==> config.mk <==
export PLATFORM = sky130hd
export DESIGN_NAME = block_mover
export DESIGN_NICKNAME = d
export VERILOG_FILES = /design/src/rtl/block_mover.sv
export SDC_FILE = /design/constraint.sdc
export NUM_CORES = 1
export LEC_CHECK = 0
export CAP_MARGIN = 20
export CORE_ASPECT_RATIO = 2
export CORE_MARGIN = 2
export CORE_UTILIZATION = 50
export CTS_CLUSTER_DIAMETER = 40
export DETAILED_ROUTE_END_ITERATION = 10
export GPL_TIMING_DRIVEN = 0
export PLACE_DENSITY = 0.91
export SYNTH_ARGS = -nofsm -noshare
export SYNTH_HDL_FRONTEND = slang
export SYNTH_SLANG_ARGS = --single-unit
==> constraint.sdc <==
create_clock -name clk_in -period 2.6 [get_ports clk_in]
set_input_delay 0.78 -clock clk_in [delete_from_list [all_inputs] [get_ports clk_in]]
set_output_delay 0.78 -clock clk_in [all_outputs]
set_load 0.005 [all_outputs]
==> src/rtl/block_mover.sv <==
// Bouncing block position generator: steps the block origin once per frame at vblank start.
// Optional macro BLOCK_MOVER_SPEEDUP_EN adds a per-bounce step increment and the step_out port.
module block_mover #(
    parameter int WIDTH    = 128,
    parameter int HEIGHT   = 128,
    parameter int SCREEN_W = 1280,
    parameter int SCREEN_H = 720,
    parameter int SPEED    = 4,
    parameter int START_X  = 0,
    parameter int START_Y  = 0
) (
    input  logic        clk_in,
    input  logic        rst_in,
    input  logic [10:0] hcount_in,
    input  logic [9:0]  vcount_in,
    input  logic        start_in,
    input  logic        pause_in,
    input  logic        stop_in,
    output logic [10:0] x_out,
    output logic [9:0]  y_out,
    output logic        bounce_out,
    output logic        corner_out,
    output logic        running_out
`ifdef BLOCK_MOVER_SPEEDUP_EN
    ,
    output logic [4:0]  step_out
`endif
);

    typedef enum logic [1:0] {IDLE, RUN, PAUSED} state_t;

    localparam logic [11:0] X_MAX     = 12'(SCREEN_W - WIDTH);
    localparam logic [10:0] Y_MAX     = 11'(SCREEN_H - HEIGHT);
    localparam logic [10:0] X_HOME    = 11'(START_X);
    localparam logic [9:0]  Y_HOME    = 10'(START_Y);
    localparam logic [4:0]  STEP_INIT = 5'(SPEED);

    state_t      state_q;
    logic        fs_q;
    logic        fs_d;
    logic [10:0] x_q, x_d;
    logic [9:0]  y_q, y_d;
    logic        dx_q, dx_d;   // 1 = moving right
    logic        dy_q, dy_d;   // 1 = moving down
    logic        hit_x, hit_y;
    logic [11:0] x_sum;
    logic [10:0] y_sum;
    logic        bounce_q, corner_q, running_q;
    logic [4:0]  step;

`ifdef BLOCK_MOVER_SPEEDUP_EN
    logic [4:0]  step_q, step_d;
    assign step     = step_q;
    assign step_out = step_q;

    always_comb begin
        step_d = step_q;
        if ((hit_x || hit_y) && (step_q != 5'd31)) begin
            step_d = step_q + 5'd1;
        end
    end
`else
    assign step = STEP_INIT;
`endif

    // First vblank line start; registered so the strobe is a clean single cycle.
    assign fs_d = (hcount_in == 11'd0) && (vcount_in == 10'(SCREEN_H));

    // Candidate next position per axis; widened sums keep the wall compare wrap-free.
    always_comb begin
        x_sum = {1'b0, x_q} + {7'd0, step};
        x_d   = x_q;
        dx_d  = dx_q;
        hit_x = 1'b0;
        if (dx_q) begin
            if (x_sum >= X_MAX) begin
                x_d   = X_MAX[10:0];
                dx_d  = 1'b0;
                hit_x = 1'b1;
            end else begin
                x_d = x_sum[10:0];
            end
        end else if ({1'b0, x_q} <= {7'd0, step}) begin
            x_d   = '0;
            dx_d  = 1'b1;
            hit_x = 1'b1;
        end else begin
            x_d = x_q - {6'd0, step};
        end
    end

    always_comb begin
        y_sum = {1'b0, y_q} + {6'd0, step};
        y_d   = y_q;
        dy_d  = dy_q;
        hit_y = 1'b0;
        if (dy_q) begin
            if (y_sum >= Y_MAX) begin
                y_d   = Y_MAX[9:0];
                dy_d  = 1'b0;
                hit_y = 1'b1;
            end else begin
                y_d = y_sum[9:0];
            end
        end else if ({1'b0, y_q} <= {6'd0, step}) begin
            y_d   = '0;
            dy_d  = 1'b1;
            hit_y = 1'b1;
        end else begin
            y_d = y_q - {5'd0, step};
        end
    end

    always_ff @(posedge clk_in or posedge rst_in) begin
        if (rst_in) begin
            state_q   <= IDLE;
            fs_q      <= 1'b0;
            x_q       <= X_HOME;
            y_q       <= Y_HOME;
            dx_q      <= 1'b1;
            dy_q      <= 1'b1;
            bounce_q  <= 1'b0;
            corner_q  <= 1'b0;
            running_q <= 1'b0;
`ifdef BLOCK_MOVER_SPEEDUP_EN
            step_q    <= STEP_INIT;
`endif
        end else begin
            fs_q     <= fs_d;
            bounce_q <= 1'b0;
            corner_q <= 1'b0;
            if (stop_in) begin
                state_q   <= IDLE;
                running_q <= 1'b0;
                x_q       <= X_HOME;
                y_q       <= Y_HOME;
                dx_q      <= 1'b1;
                dy_q      <= 1'b1;
`ifdef BLOCK_MOVER_SPEEDUP_EN
                step_q    <= STEP_INIT;
`endif
            end else begin
                case (state_q)
                    IDLE: begin
                        if (start_in) begin
                            state_q   <= RUN;
                            running_q <= 1'b1;
                        end
                    end
                    RUN: begin
                        // A pause landing on the strobe cycle suppresses that frame's step.
                        if (pause_in) begin
                            state_q   <= PAUSED;
                            running_q <= 1'b0;
                        end else if (fs_q) begin
                            x_q      <= x_d;
                            y_q      <= y_d;
                            dx_q     <= dx_d;
                            dy_q     <= dy_d;
                            bounce_q <= hit_x | hit_y;
                            corner_q <= hit_x & hit_y;
`ifdef BLOCK_MOVER_SPEEDUP_EN
                            step_q   <= step_d;
`endif
                        end
                    end
                    PAUSED: begin
                        if (!pause_in) begin
                            state_q   <= RUN;
                            running_q <= 1'b1;
                        end
                    end
                    default: begin
                        state_q   <= IDLE;
                        running_q <= 1'b0;
                    end
                endcase
            end
        end
    end

    assign x_out       = x_q;
    assign y_out       = y_q;
    assign bounce_out  = bounce_q;
    assign corner_out  = corner_q;
    assign running_out = running_q;

endmodule

# Word level (Yosys, flattened, before mapping)
# Cells that the tools add are included.
# totals
reg_bits,29
# op_classes
add_sub_neg,4
order_cmp,4
eq_ne,7
n_mux,50
n_bitwise,2
n_reduce_logical,7
# op_table
op,n
2-to-1 mux 11 bit,7
2-to-1 mux 10 bit,7
2-to-1 mux 1 bit,30
"adder 11 x 3 -> 12 bit, second input constant",1
"greater-or-equal comparator 12 x 11 -> 1 bit, second input constant",1
"adder 10 x 3 -> 11 bit, second input constant",1
"greater-or-equal comparator 11 x 10 -> 1 bit, second input constant",1
"less-or-equal comparator 11 x 3 -> 1 bit, second input constant",1
logical NOT 11 bit,1
"subtractor 11 x 3 -> 11 bit, second input constant",1
"equality test 10 bit, second input constant",1
"less-or-equal comparator 10 x 3 -> 1 bit, second input constant",1
"subtractor 10 x 3 -> 10 bit, second input constant",1
"!= test 3 bit, second input constant",3
2-to-1 mux 2 bit,4
case mux 2 bit (3 select lines),1
AND reduction 3 bit,2
nonzero test 2 bit,2
case mux 1 bit (3 select lines),1
"equality test 2 x 1 -> 1 bit, second input constant",1
"equality test 2 bit, second input constant",1
logical NOT 2 bit,1
"!= test 2 x 1 -> 1 bit, second input constant",1
bitwise AND 1 bit,1
other kinds (2),2

# Depth between registers and ports, before layout
# Gate-level depths: netlist (run 1).
# logic_depth
ltp_word,9
ltp_mapped,8

# Least setup slack after synthesis (run 1)
# Ideal clock, no wire load.
# synth_path
path_kind,register -> register
start,reg y_q[2] (netlist: y_out[2])
end,reg y_q[3] (netlist: y_out[3])
setup_time_ns,0.126
arrival_time_ns,2.031
setup_slack_ns,0.443
path_stages_with_launch,9
synth_period_minus_slack_ns,2.157
path_cell_list,dfrtp_1 ha_1 clkbuf_1 nand2_1 a2111oi_0 a311oi_1 and2_1 clkbuf_1 a221o_1
# synth_via
elab_chain_cells,8
elab_cells_between_ends,11
classes_between,2 x add/sub; 2 x order compare; 7 x mux
# synth_rtl
element,line,rtl
"start, declared",42,"logic [9:0] y_q, y_d;"
"start signal, assigned",157,y_q <= y_d;
adder 10 x 3 -> 11 bit,93,"y_sum = {1'b0, y_q} + {6'd0, step};"
greater-or-equal comparator 11 x 10 -> 1 bit,98,if (y_sum >= Y_MAX) begin
2-to-1 mux 10 bit,98,
2-to-1 mux 10 bit (*),97,if (dy_q) begin
2-to-1 mux 10 bit (*),155,end else if (fs_q) begin
2-to-1 mux 10 bit (*),152,if (pause_in) begin
2-to-1 mux 10 bit (*),143,case (state_q)
2-to-1 mux 10 bit (*),132,if (stop_in) begin
# Mark *: on every way between the ends. The rest lies on a longest branch, timed or not. The select of a mux whose other input is x is not followed.
# A chain may end at the register's enable or synchronous reset.

# Worst setup path after layout (run 1)
# layout_path
start,in pause_in
end,reg y_q[5] (netlist: y_out[5])
# layout_via
elab_chain_cells,2
# layout_rtl
element,line,rtl
"start, declared",17,"input logic pause_in,"
!= test 2 x 1 -> 1 bit (no line),--,
AND reduction 3 bit (no line),--,
# No other way between the ends.

==> results of run 1 <==
## metrics by stage
step / hold slack (ps) / util (%)
after floorplan: 556.4 / -
after global placement: 591.7 / 64.35
after detailed placement: 599.1 / 64.35
after CTS: 631.7 / 66.20
after global routing: 695.6 / 66.36
final: 627.9 / 66.36
## placed cells by master (no fill, tap or decap), types with 3 or more instances in the layout
cell type        instances
or4_1                    3
o22ai_1                  5
mux2i_1                  3
nand2b_1                 4
or3_1                    6
o31ai_1                  4
buf_4                    4
conb_1                   4
clkbuf_8                 3
a31oi_1                  3
o21ai_1                  5
clkbuf_2                 3
nand3b_1                 3
and3_1                   3
buf_2                    5
nand3_1                 11
nand2_1                 25
nor3_1                   9
inv_1                   12
o21ai_0                 15
a21oi_1                 12
dfrtp_1                 20
clkbuf_1                11
o211ai_1                 4
ha_1                     6
a211oi_1                 5
or4b_1                   3
a2111oi_0                3
clkdlybuf4s50_1         44
nor2_1                  14
xor2_1                   4
nor4_1                   9
## worst max-delay path by stage
stage	slack [ps]	startpoint	cells after the start	end
6_report	130	pause_in	7	y_out[5]
5_1_grt	5	pause_in	7	y_out[5]
4_1_cts	2	y_out[3]	8	y_out[4]
3_5_place_dp	-370	pause_in	6	y_out[4]
3_3_place_gp	-370	pause_in	6	y_out[4]
2_1_floorplan	440	y_out[2]	8	y_out[3]
## flip-flops by register name (all words and copies together), names as in the netlist
register	flops
y_out	8
bounce_out	1
state_q	2
fs_q	1
corner_out	1
dx_q	1
x_out	9
dy_q	1
## Yosys cell counts (4+ instances only)
| cell | number | share of area (%) |
|---|---|---|
| ha_1 | 6 | 3.6 |
| a21oi_1 | 12 | 2.9 |
| o31ai_1 | 4 | 1.4 |
| o21ai_0 | 15 | 3.6 |
| buf_2 | 4 | 0.96 |
| dfrtp_1 | 22 | 26 |
| nand3_1 | 11 | 2.6 |
| or3_1 | 6 | 1.8 |
| nor2_1 | 14 | 2.5 |
| nor4_1 | 9 | 2.7 |
| buf_4 | 4 | 1.4 |
| o22ai_1 | 5 | 1.5 |
| clkbuf_1 | 16 | 2.9 |
| inv_1 | 12 | 2.2 |
| nor3_1 | 9 | 2.2 |
| a211oi_1 | 5 | 1.8 |
| nand2b_1 | 4 | 1.2 |
| o211ai_1 | 4 | 1.4 |
| xor2_1 | 4 | 1.7 |
| nand2_1 | 25 | 4.5 |
| o21ai_1 | 5 | 1.2 |
## power groups by stage
stage                     Combinational (mW)  Sequential (mW)  Clock [mW]
after global routing                   0.117            0.387       0.354
after CTS                              0.106            0.386       0.335
final                                  0.108            0.386       0.337
after floorplan                       0.0496            0.391           0
after global placement                 0.102            0.393           0
after detailed placement               0.106            0.393           0
## layout make-up
cell class | instances | area share, %
tap | 52 | 2.423
clock buffer | 3 | 1.538
sequential | 24 | 22.55
clock inverter | 1 | 1.118
inverter | 12 | 1.678
buffer | 23 | 4.147
multi-input combinational | 205 | 50.14
timing repair buffer | 44 | 16.40
## layer usage
metal  routed length (um)  track usage, %
met2                 3640           55.67
met5                    0               0
met1                 2248           29.84
met4                  498           25.00
met3                  414           2.821
## cell families (layout without fill, tap and decap cells)
logic type	after synthesis	after routing	share of synthesized area, %
AO/OA/AOI/OAI	81	81	26.80
AND/OR/NAND/NOR	105	105	29.14
flip-flops	24	24	28.90
adder cells (fa/ha/maj)	6	6	3.597
buffers and inverters	36	83	7.434
XOR/XNOR	6	6	2.518
other	1	4	0.1797
multiplexers	3	3	1.439
## worst reg2reg max path: cells and delay by family (launching register included)
family | cells | cell delay [ps]
AND/OR/NAND/NOR | 2 | 940
AO/OA/AOI/OAI | 3 | 570
flip-flops | 1 | 520
adder cells (fa/ha/maj) | 1 | 210
buffers and inverters | 1 | 130
==> impl_results.md, run 1 <==
- Status: completed
- Crit-path max FO: 10
- Setup ws final: 127.3 ps
- Worst stage delay on the critical path: 460 ps
- VDD IR max: 0.0002235 V
- Setup Buffers After CTS: 0
- Count of cell types in the netlist: 64
- Post-synth EDFFs: 0
- First-pass GRT wire length: 10960 um
- Post-DR vias/cell: 6.643
- Hold_sp: state_q[1]
- Final Skew: 7.592 ps
- # diodes: 0
- Share of cells above drive strength 1: 8.974%
- Worst r2r src: x_out[2]
- Post-route antenna net violation count: 0
- Post-route cell area: 2685 um^2
- CTS Buf Count: 3
- Clk_lat worst skew: 280 ps
- Post-synthesis cell area: 2087 um^2
- Critical Path, Cell by Cell: clkdlybuf4s50_1, nand4bb_1, buf_2, or3_1, a211oi_1, a21oi_1, o22ai_1
- Overall power: 0.8314 mW
- H-tree Lvls: 1
- WP data arrival: 2670 ps
- Post-DP HPWL: 5097 um
- Main synth FF type: dfrtp_1
- Family with the most delay on the worst path: buffers and inverters
- FILL cells: 365
- Bufs and invs on worst path: 2
- Final std cells w/o fill: 364
- Clock Pin Slew Worst Setup and Hold Paths: 90 ps
- Initial Util: 51.58%
- GP Congestion: 0.9422
- CTS max path bufs: 2
- Vias in the first global route: 2338
- Clock Power Share: 40.5%
- CTS tree: yes
- Rel. slew slack: 36.12%
- Core Region: 4046 um^2
- Period minus WS final: 2473 ps
- Routed len/inst: 18.69 um
- Num rows: 33
- Seq pwr share: 46.5%
- #FFs+latches synth: 24
- Pre-Repair DR Iteration Count: 5
- Sw Pwr: 0.1843 mW
- Worst Hold Class: reg -> reg
- Fin nets: 345
- WHS Endpoint: state_q[0]
- CTS-repair resized insts: 3
- Internal power: 0.6471 mW
- Logic pwr share: 13.0%
- Worst r2r path cells: 7
- Seq/Total Area, Yosys: 28.90%
- Register area: 605.6 um^2
- Clk sinks: 24
- Full die area: 4738 um^2
- Reg2Reg Setup Slack: 150 ps
- Hold Path Depth: 2
- IO buf count: 44
- Grt ovf: 0
- Final setup violation count: 0
- Layout area overhead: 28.66%
- Critical path class: in -> reg
- Drt drc: 0
- P_leak: 1.009 nW
- Cts hold-fix bufs: 0
- Cells after synthesis: 262
- Syn Area/Cell: 7.966 um^2
- DR iter-0 viols: 103
- Worst slew pin tran: 957.2 ps
- Critical-path cell with the highest stage delay: clkdlybuf4s50_1
- Tot GR Track Use: 30.30%
- # IOs: 50
- Pwr/cell area: 309.6 nW/um^2
- Cell Area, Placed: 2604 um^2
- Fin crit share: 95.11%
- Switch share: 22.16%
- Area of the multi-input gates: 1346 um^2
- Initial antenna violation count: 0
- Routed via count: 2418
- Max cap viols: 0
- Unrepaired setup endpoints after global routing: false
- Yosys Warn Count: 0
- Die H: 95.37 um
- R2R Path End: x_out[10]
- Root Buffer: clkbuf_8
- Max-slew violation count: 0
- Peak Freq: 404.4 MHz
- Die W: 49.69 um
- Place WS: -368.8 ps
- Final Hold Vio Count: 0
- Dpl cells: 361
- Crit. End Element: flip-flop
- Setup_tns: 0 ps
- Critical path launch point type: input pin
- Largest net degree at the start of global routing: 25
- CP Data Required Time: 2790 ps
- Routed Wire Length: 6802 um
- Async set-or-reset flop fraction in the synthesized netlist: 100.0%
(Power assumes the default switching activity.)
==> inputs of run 2 (changes only) <==
ABC_AREA = 1   (was default)
GPL_TIMING_DRIVEN = default   (was 0)
SLEW_MARGIN = 20   (was default)
==> impl_results.md, run 2 <==
- Tot GR Track Use: 24.40%
- CP Data Required Time: 1820 ps
- Fin crit share: 85.66%
- Routed via count: 2153
- Grt ovf: 0
- CTS max path bufs: 2
- Yosys top cell area share: 26.51%
- Full die area: 4717 um^2
- Max cap viols: 0
- P_leak: 1.322 nW
- Largest net degree at the start of global routing: 25
- Critical-path cell with the highest stage delay: dfrtp_1
- Routed len/inst: 13.68 um
- CTS-repair resized insts: 0
- Core Region: 4046 um^2
- Status: completed
- #FFs+latches synth: 24
- List of most frequent post-synthesis cells: 76 x nand2_1, 32 x inv_1, 26 x nand3_1
- # IOs: 50
- Count of cell types in the netlist: 38
- Unrepaired setup endpoints after global routing: false
- Syn Area/Cell: 6.970 um^2
- Post-synthesis cell area: 2077 um^2
- Crit. End Element: primary output
- Hold Slack: 528.9 ps
- Post-synth EDFFs: 0
- Post-route antenna net violation count: 0
- Final std cells w/o fill: 394
- Critical Path, Cell by Cell: clkdlybuf4s50_1
- Yosys Warn Count: 0
- CTS tree: yes
- Final Util: 64.50%
- Cts hold-fix bufs: 0
- Worst stage delay on the critical path: 590 ps
- Setup_tns: 0 ps
- Dpl cells: 390
- Critical path launch point type: flip-flop
- Place WS: 354.1 ps
- Main synth FF type: dfrtp_1
- Final Hold Vio Count: 0
- Max-slew violation count: 0
- Final setup violation count: 0
- Async set-or-reset flop fraction in the synthesized netlist: 100.0%
- Initial Util: 51.33%
- DR iter-0 viols: 45
- Seq/Total Area, Yosys: 29.04%
- Clock Pin Slew Worst Setup and Hold Paths: 90 ps
- Post-DP HPWL: 4272 um
- Crit path from: y_out[4]
- Die H: 95.15 um
- H-tree Lvls: 1
- Period minus WS final: 2227 ps
- Clk_lat worst skew: 270 ps
- Drt drc: 0
- Share of cells above drive strength 1: 10.82%
- Pwr/cell area: 275.6 nW/um^2
- Fin nets: 375
- Hold_sp: state_q[0]
- Num rows: 33
- Vias in the first global route: 2143
- Worst r2r src: y_out[2]
- Uppermost layer routed: met4
- Critical path class: reg -> out
- Pre-Repair DR Iteration Count: 4
- Setup ws final: 372.9 ps
- Max FFs per register: 9
- VDD IR max: 0.0001829 V
- Routed Wire Length: 5388 um
- Post-DR vias/cell: 5.464
- Layout area overhead: 25.66%
- Final Skew: 4.822 ps
- Clk sinks: 24
- Overall power: 0.7194 mW
- Post-route met1 wirelength: 1910 um
- Met3 WL post-DR: 196 um
- Met2 routed WL: 3069 um
- First-pass GRT wire length: 9080 um
- Die W: 49.58 um
- Peak Freq: 449.0 MHz
- WP data arrival: 1450 ps
- Setup Buffers After CTS: 0
- Most instantiated library cell after synthesis: nand2_1
- Post-route cell area: 2610 um^2
- Largest cells by area after synthesis: dfrtp_1 27%, nand2_1 14%, nand3_1 6.3%
- Cell Area, Placed: 2555 um^2
- Family with the most delay on the worst path: flip-flops
- Most frequent cells in the layout: 76 x nand2_1, 45 x clkdlybuf4s50_1, 32 x inv_1
- CTS Buf Count: 3
- Cells after synthesis: 298
- Root Buffer: clkbuf_8
- Crit-path max FO: 9
- Worst Hold Class: reg -> reg
- Area leader, netlist: dfrtp_1
- Initial antenna violation count: 0
- IO buf count: 45
- GP Congestion: 0.9471
- Bufs and invs on worst path: 1
- Most common cell after layout, fill and taps aside: nand2_1
- # diodes: 0
==> run 2: cell types whose count changed in the layout (fill, tap and decap cells not counted), moves of 6 or more <==
| cell | delta |
|---|---|
| clkbuf_1 | -11 |
| nor2_1 | +8 |
| nand2_1 | +51 |
| nand3_2 | +6 |
| nand3_1 | +15 |
| nand4_1 | +7 |
| or3_1 | -6 |
| inv_1 | +20 |
| o21ai_1 | +6 |
==> run 2: cells by family after synthesis <==
logic type      synth area share (%)
compound gates                 11.51
fa+ha+maj                      3.614
simple gates                   40.84
xor+xnor                       5.061
buf+inv                        9.759
flops                          29.04
other cells                   0.1805
==> run 2: layer usage <==
metal	vias to the layer above	global-route usage (%)
met3	21	1.724
met4	0	13.66
met2	75	49.00
li1	1063	-
met5	-	0
met1	994	23.41
==> run 2: layout make-up <==
cell class                 count  area [um^2]
timing repair buffer          48        473.0
multi-input combinational    231         1282
sequential                    24        603.1
inverter                      35        131.4
clock buffer                   4        55.05
tap                           52        65.06
fill                         380         1436
==> run 2: final timing paths <==
path                              endpoint  slack (ps)  depth (start not counted)
worst max register to register    y_out[4]         680                          9
worst max-delay path              y_out[4]         370                          1
worst min-delay path            state_q[0]         530                          1
max in group asynchronous             dy_q        1460                          3
worst min register to register  state_q[0]         530                          1
min in group asynchronous       state_q[1]         850                          3
==> run 2: power breakdown <==
| part | internal, mW | total, mW | switching (mW) |
|---|---|---|---|
| registers | 0.379 | 0.384 | 0.00554 |
| clock network | 0.135 | 0.256 | 0.120 |
| logic | 0.0483 | 0.0793 | 0.0310 |
